$ cat src/rtl/addf_share_arbiter.sv
// Shares one pipelined FP adder between two requesters, tagging each issue so results route back in order.
// Optional macro ADDF_SHARE_RR_EN selects round-robin tie breaking; default is fixed priority to requester 0.
module addf_share_arbiter #(
   parameter int DATA_TYPE = 32,
   parameter int LATENCY   = 9
) (
   input  logic                 clk,
   input  logic                 rst,
   input  logic [DATA_TYPE-1:0] in0_lhs,
   input  logic [DATA_TYPE-1:0] in0_rhs,
   input  logic                 in0_valid,
   output logic                 in0_ready,
   input  logic [DATA_TYPE-1:0] in1_lhs,
   input  logic [DATA_TYPE-1:0] in1_rhs,
   input  logic                 in1_valid,
   output logic                 in1_ready,
   output logic [DATA_TYPE-1:0] out0_result,
   output logic                 out0_valid,
   input  logic                 out0_ready,
   output logic [DATA_TYPE-1:0] out1_result,
   output logic                 out1_valid,
   input  logic                 out1_ready,
   output logic [DATA_TYPE-1:0] unit_lhs,
   output logic [DATA_TYPE-1:0] unit_rhs,
   output logic                 unit_ce,
   input  logic [DATA_TYPE-1:0] unit_result
);

   logic [LATENCY-1:0]   vld_q, vld_d, id_q, id_d;
   logic [DATA_TYPE-1:0] lhs_q, lhs_d, rhs_q, rhs_d;
   logic                 tail_vld, tail_id, grant, gnt1;

   assign tail_vld = vld_q[LATENCY-1];
   assign tail_id  = id_q[LATENCY-1];

`ifdef ADDF_SHARE_RR_EN
   // last_q holds the id granted most recently; reset value 1 lets requester 0 win the first tie
   logic last_q, last_d;

   always_comb begin
      last_d = last_q;
      if (grant) last_d = gnt1;
   end

   always_ff @(posedge clk or negedge rst) begin
      if (!rst) last_q <= 1'b1;
      else      last_q <= last_d;
   end

   assign gnt1 = in1_valid & (~in0_valid | ~last_q);
`else
   assign gnt1 = in1_valid & ~in0_valid;
`endif

   always_comb begin
      unit_ce   = ~(tail_vld & (tail_id ? ~out1_ready : ~out0_ready));
      // rst gates the grant so no requester sees ready while reset is held
      grant     = rst & unit_ce & (in0_valid | in1_valid);
      in0_ready = grant & ~gnt1;
      in1_ready = grant & gnt1;
   end

   always_comb begin
      vld_d = vld_q;
      id_d  = id_q;
      if (unit_ce) begin
         for (int i = LATENCY - 1; i > 0; i--) begin
            vld_d[i] = vld_q[i-1];
            id_d[i]  = id_q[i-1];
         end
         vld_d[0] = grant;
         id_d[0]  = gnt1;
      end
   end

   always_ff @(posedge clk or negedge rst) begin
      if (!rst) begin
         vld_q <= '0;
         id_q  <= '0;
      end else begin
         vld_q <= vld_d;
         id_q  <= id_d;
      end
   end

   // Operands pass straight through in the grant cycle and are held afterwards
   always_comb begin
      lhs_d = lhs_q;
      rhs_d = rhs_q;
      if (grant) begin
         lhs_d = gnt1 ? in1_lhs : in0_lhs;
         rhs_d = gnt1 ? in1_rhs : in0_rhs;
      end
   end

   always_ff @(posedge clk) begin
      lhs_q <= lhs_d;
      rhs_q <= rhs_d;
   end

   assign unit_lhs    = lhs_d;
   assign unit_rhs    = rhs_d;
   assign out0_valid  = tail_vld & ~tail_id;
   assign out1_valid  = tail_vld & tail_id;
   assign out0_result = unit_result;
   assign out1_result = unit_result;

endmodule

$ cat config.mk
export PLATFORM = sky130hd
export DESIGN_NAME = addf_share_arbiter
export DESIGN_NICKNAME = d
export VERILOG_FILES = /design/src/rtl/addf_share_arbiter.sv
export SDC_FILE = /design/constraint.sdc
export NUM_CORES = 1
export LEC_CHECK = 0
export CAP_MARGIN = 20
export CORE_AREA = 4 4 113 115
export CTS_CLUSTER_SIZE = 28
export DETAILED_ROUTE_END_ITERATION = 7
export DIE_AREA = 0 0 117 119
export PLACE_DENSITY_LB_ADDON = 0.1
export SYNTH_ARGS = -nofsm -noshare
export SYNTH_HDL_FRONTEND = slang
export SYNTH_SLANG_ARGS = --single-unit
$ cat constraint.sdc
create_clock -name clk -period 3.6 [get_ports clk]
set_input_delay 0.72 -clock clk [delete_from_list [all_inputs] [get_ports clk]]
set_output_delay 0.72 -clock clk [all_outputs]
set_load 0.005 [all_outputs]
==> results by stage <==
Critical path:
- Walking the worst path, the cells encountered are clkdlybuf4s50_1 -> mux2_4 -> o221ai_4 -> buf_12 -> o2bb2ai_1 -> clkdlybuf4s50_1.
- Counting cells, the worst reg-to-reg path comes to 4.
- The sum of buffers and inverters on the critical path is 3.
- The kind of cell with the highest combined delay along the critical path is buffers and inverters.
- The critical path in this run is classified as in -> out.
- The worst register-to-register path ends at rhs_q[0].
- Among all stages on the critical path, the largest delay is contributed by clkdlybuf4s50_1.
- The setup slack of the worst register-to-register path is 2030 ps.
- The worst register-to-register path begins at id_q[8].
- The nature of the critical path startpoint is an input port.
- The critical path's most frequent cell is clkdlybuf4s50_1.
- The data arrival time at the worst-slack endpoint is 2720 ps.
- The nature of the critical path endpoint is an output port.
- The maximum cell stage delay along the critical path is 530 ps.
- In this run the worst path has a maximum fanout of 32.
- STA puts the critical path data required time at 2880 ps.

Synthesis:
- Of the total synthesized cell area, the portion taken by full adders, half adders and majority gates is 0.
- The biggest area contributor in the post-synthesis netlist is dfxtp_1.
- Of the total synthesized cell area, the portion taken by XOR and XNOR cells is 0.
- The most used flip-flop cell after synthesis is dfxtp_1.
- The synthesized-area fraction occupied by ao, oa, aoi and oai cells is 0.337.
- By area the synthesized netlist is led by dfxtp_1 (31%), o2bb2ai_2 (18%), buf_4 (13%), a22oi_1 (12%), dfrtp_1 (11%).
- The number of synthesized register bits is 82.
- The net count after synthesis is 502.
- Yosys printed 0 warnings.
- The share of cell area taken by muxes after synthesis is 0.0534.
- The dominant cell by count in the synthesized netlist is buf_4.
- A synthesized cell averages 12.3 µm².
- In the synthesized netlist the async set-or-reset flop fraction comes to 0.220.
- The simple-gate share of the synthesized area is 0.0152.
- In this run, synthesis inferred 0 flip-flops with an integrated enable.
- The commonest cells after synthesis are buf_4 (71), a22oi_1 (64), dfxtp_1 (64), o2bb2ai_2 (49), dfrtp_1 (18).
- By area, the combinational part of the netlist is dominated by compound AO/OA/AOI/OAI gates.
- The number of instances in the synthesized netlist is 336.
- Yosys mapped the design onto 26 distinct sky130hd cell types.
- Of the synthesized area, sequential elements account for 0.420.
- The share of synthesized area in the top cell type comes to 0.311.
- After synthesis the cells add up to between 4000 and 5000 µm².

Floorplan:
- For this configuration, the core starts out at a cell density of 0.349.
- Measured along the y axis, the die boundary spans 119 µm.
- The die extent in x is 117 µm.
- The area of the core is 11800 µm².
- The floorplan step defined a die boundary enclosing 13900 µm².
- The initialized floorplan defines 40 standard-cell rows.
- The count of pins on the block boundary is 299.

Worst hold path:
- Counting instances, the worst hold path has a depth of 1.
- The min-delay analysis places its worst path in the category reg -> reg.
- In this run the most critical hold path is launched from rhs_q[26].
- The hold-critical path endpoint is rhs_q[26].

GRT:
- The first global-routing pass estimated roughly 18 mm of wire.
- Entering global routing, the biggest net connects 39 pins.
- The via count of the first global-routing pass is 3169.
- The global-route usage over all layers is 0.170.
- The initial antenna violation count is 0.
- The aggregate global routing overflow is 0.

Clock network:
- TritonCTS built the clock tree.
- The number of clock sinks seen by CTS is 82.
- The number of buffers inserted to repair setup after CTS is 0.
- No sink is reached through more buffers than the 2 on the longest clock path.
- Buffers inserted during clock tree synthesis total 9.
- The clock tree synthesis step divided the H-tree into 3 levels.
- The hold-fix buffer count after cts is 0.
- The cell at the root of the clock tree is clkbuf_16.
- For the worst-skew pair, the clock arrives at the later sink with an insertion delay of 330 ps.
- After clock tree synthesis, the clock-pin slew on the worst setup and hold paths is ~60 ps.
- The post-cts repair resize count is 0.

Power:
- The net switching power figure is 1.16 mW.
- IR analysis of the VDD net gives a maximum drop of ~0.00032 V.
- Of the total power, registers draw 0.350.
- Of the total power, the share spent switching nets is 0.280.
- The total power density per cell area is between 600 and 700 nW/µm².
- Of the total power, the clock network draws 0.234.
- The combinational group share of total power is 0.415.
- Internal power comes to 2.98 mW.
- The leakage power is about 2.2 nW.

Detailed routing:
- The average via count per standard cell is 4.91.
- The wire length per cell is approximately 20 µm.
- The first detailed-routing pass ran for 4 iterations.
- The DRC violations left is 0.
- The final layout contains routed wiring with a total length of 12.2 mm.
- The detailed-route via count is 3036.
- In this run, the number of DRC markers left after iteration 0 of detailed routing was between 80 and 90.
- The number of antenna-violating nets in the routed design is 0.

Timing:
- Setup violations remaining at the end of the flow were counted as 0.
- The total count of hold-check failures in the final report came to 0.
- The relative slew slack is 0.784.
- The routed design could run at a clock period as short as 3440 ps.
- The maximum clock skew at final layout is roughly 7.5 ps.
- At the pin with the least slew margin, the transition time is 324 ps.
- The total negative slack for setup checks is 0 ps.
- The share of the clock period used by the worst path is 0.956.
- The number of max-slew violations in the final report was 0.
- The post-route worst setup slack is around 160 ps.
- Setup repair after global routing left no endpoint under its margin.
- Based on the critical path, the design can be clocked at up to about 290 MHz.

Finish:
- The final layout contains roughly 630 nets.
- Of the cells placed in the final design, the portion with a size suffix greater than 1 is 0.200.
- The sequential cell area in the final layout is 1730 µm².
- The area of the multi-input gates is 1690 µm².
- The core utilization of the finished layout is 0.516.
- The number of antenna diodes is 0.
- The final-layout fill cell count is 1063.
- The growth of design area from synthesis to finish is 47.9%.

Placed design:
- Before CTS, the worst setup slack after placement is 146 ps.
- The weighted congestion at the end of routability-driven global placement is ~0.73.
- Buffers placed on the I/O ports in this run total 202.
- Summed over all nets, the half-perimeter wirelength after detailed placement is 9.22 mm.

Flow run:
- The number of maximum-capacitance violations is 0.

Status:
- The flow ran to the end, and the final reports show no timing, DRC or antenna violations.
==> per-stage QoR <==
| stage | instances | cell area [µm²] | hold slack (ps) | power, mW |
|---|---|---|---|---|
| 5_1_grt | 618 | 6100 | 477 | 4.38 |
| 6_report | 618 | 6100 | 460 | 4.14 |
| 3_5_place_dp | 602 | 5790 | 451 | 3.22 |
| 4_1_cts | 618 | 6100 | 467 | 4.21 |
| 3_3_place_gp | 602 | 5790 | 449 | 3.21 |
| 2_1_floorplan | 336 | 4120 | 424 | 2.37 |
==> cell type report <==
class / instances / area share
Timing Repair Buffer: 212 / 0.357
Sequential cell: 82 / 0.284
Multi-Input combinational cell: 160 / 0.277
Clock buffer: 11 / 0.0382
Tap cell: 147 / 0.0302
Clock inverter: 5 / 0.0129
Inverter: 1 / 0.000616
==> metal layers <==
layer,track usage,wire [µm],share of wire,vias up
li1,-,-,-,1473
met1,0.176,4390,0.36,1388
met2,0.309,6530,0.54,144
met3,0.0574,952,0.078,31
met4,0.0674,321,0.026,0
met5,0,0,0,-
==> logic make-up after synthesis <==
group,count (synthesis)
AO/OA/AOI/OAI,132
flip-flops,82
multiplexers,17
buffers and inverters,94
AND/OR/NAND/NOR,11
==> worst max-delay path by stage <==
stage,endpoint,startpoint,cells past startpoint,slack (ps)
after floorplan,unit_lhs[0],out0_ready,5,1270
after global placement,unit_rhs[9],out0_ready,6,180
after detailed placement,unit_rhs[5],out0_ready,6,150
after CTS,unit_rhs[9],out0_ready,6,150
after global routing,unit_rhs[0],out1_ready,6,90
final,unit_rhs[0],out0_ready,6,160
==> worst register-to-register path, cell delays in order (launching register included) <==
cell       delay [ps]
dfrtp_1           430
mux2_4            350
o221ai_4          240
buf_12            260
o2bb2ai_1         210
==> layout by cell type, fill, tap and decap left out, types with 2 or more instances in the layout <==
master           synthesis  routed
mux2_2                   8       8
buf_12                   5       7
o2bb2ai_2               49      49
buf_4                   71       3
mux2_4                   8       8
clkdlybuf4s50_1          0     201
dfxtp_1                 64      64
clkbuf_1                11       2
bufinv_16                0       2
nand2_1                  2       2
o2bb2ai_1               15      15
a22oi_1                 64      64
o21ai_0                  2       2
dfrtp_1                 18      18
nor2b_1                  2       2
clkbuf_16                0       9
==> sequential cells by signal, summed over array words and instances (netlist names) <==
name and cells:
id_q 9, vld_q 9, rhs_q 32, lhs_q 32
==> power groups by stage <==
stage	Clock (mW)	Sequential, mW	Combinational (mW)
finish	0.970	1.45	1.72
global route	1.04	1.49	1.84
CTS	0.996	1.45	1.76
detailed placement	0	1.47	1.75
global placement	0	1.46	1.74
floorplan	0	1.43	0.938
No activity file was read; power rests on OpenSTA's default activity.
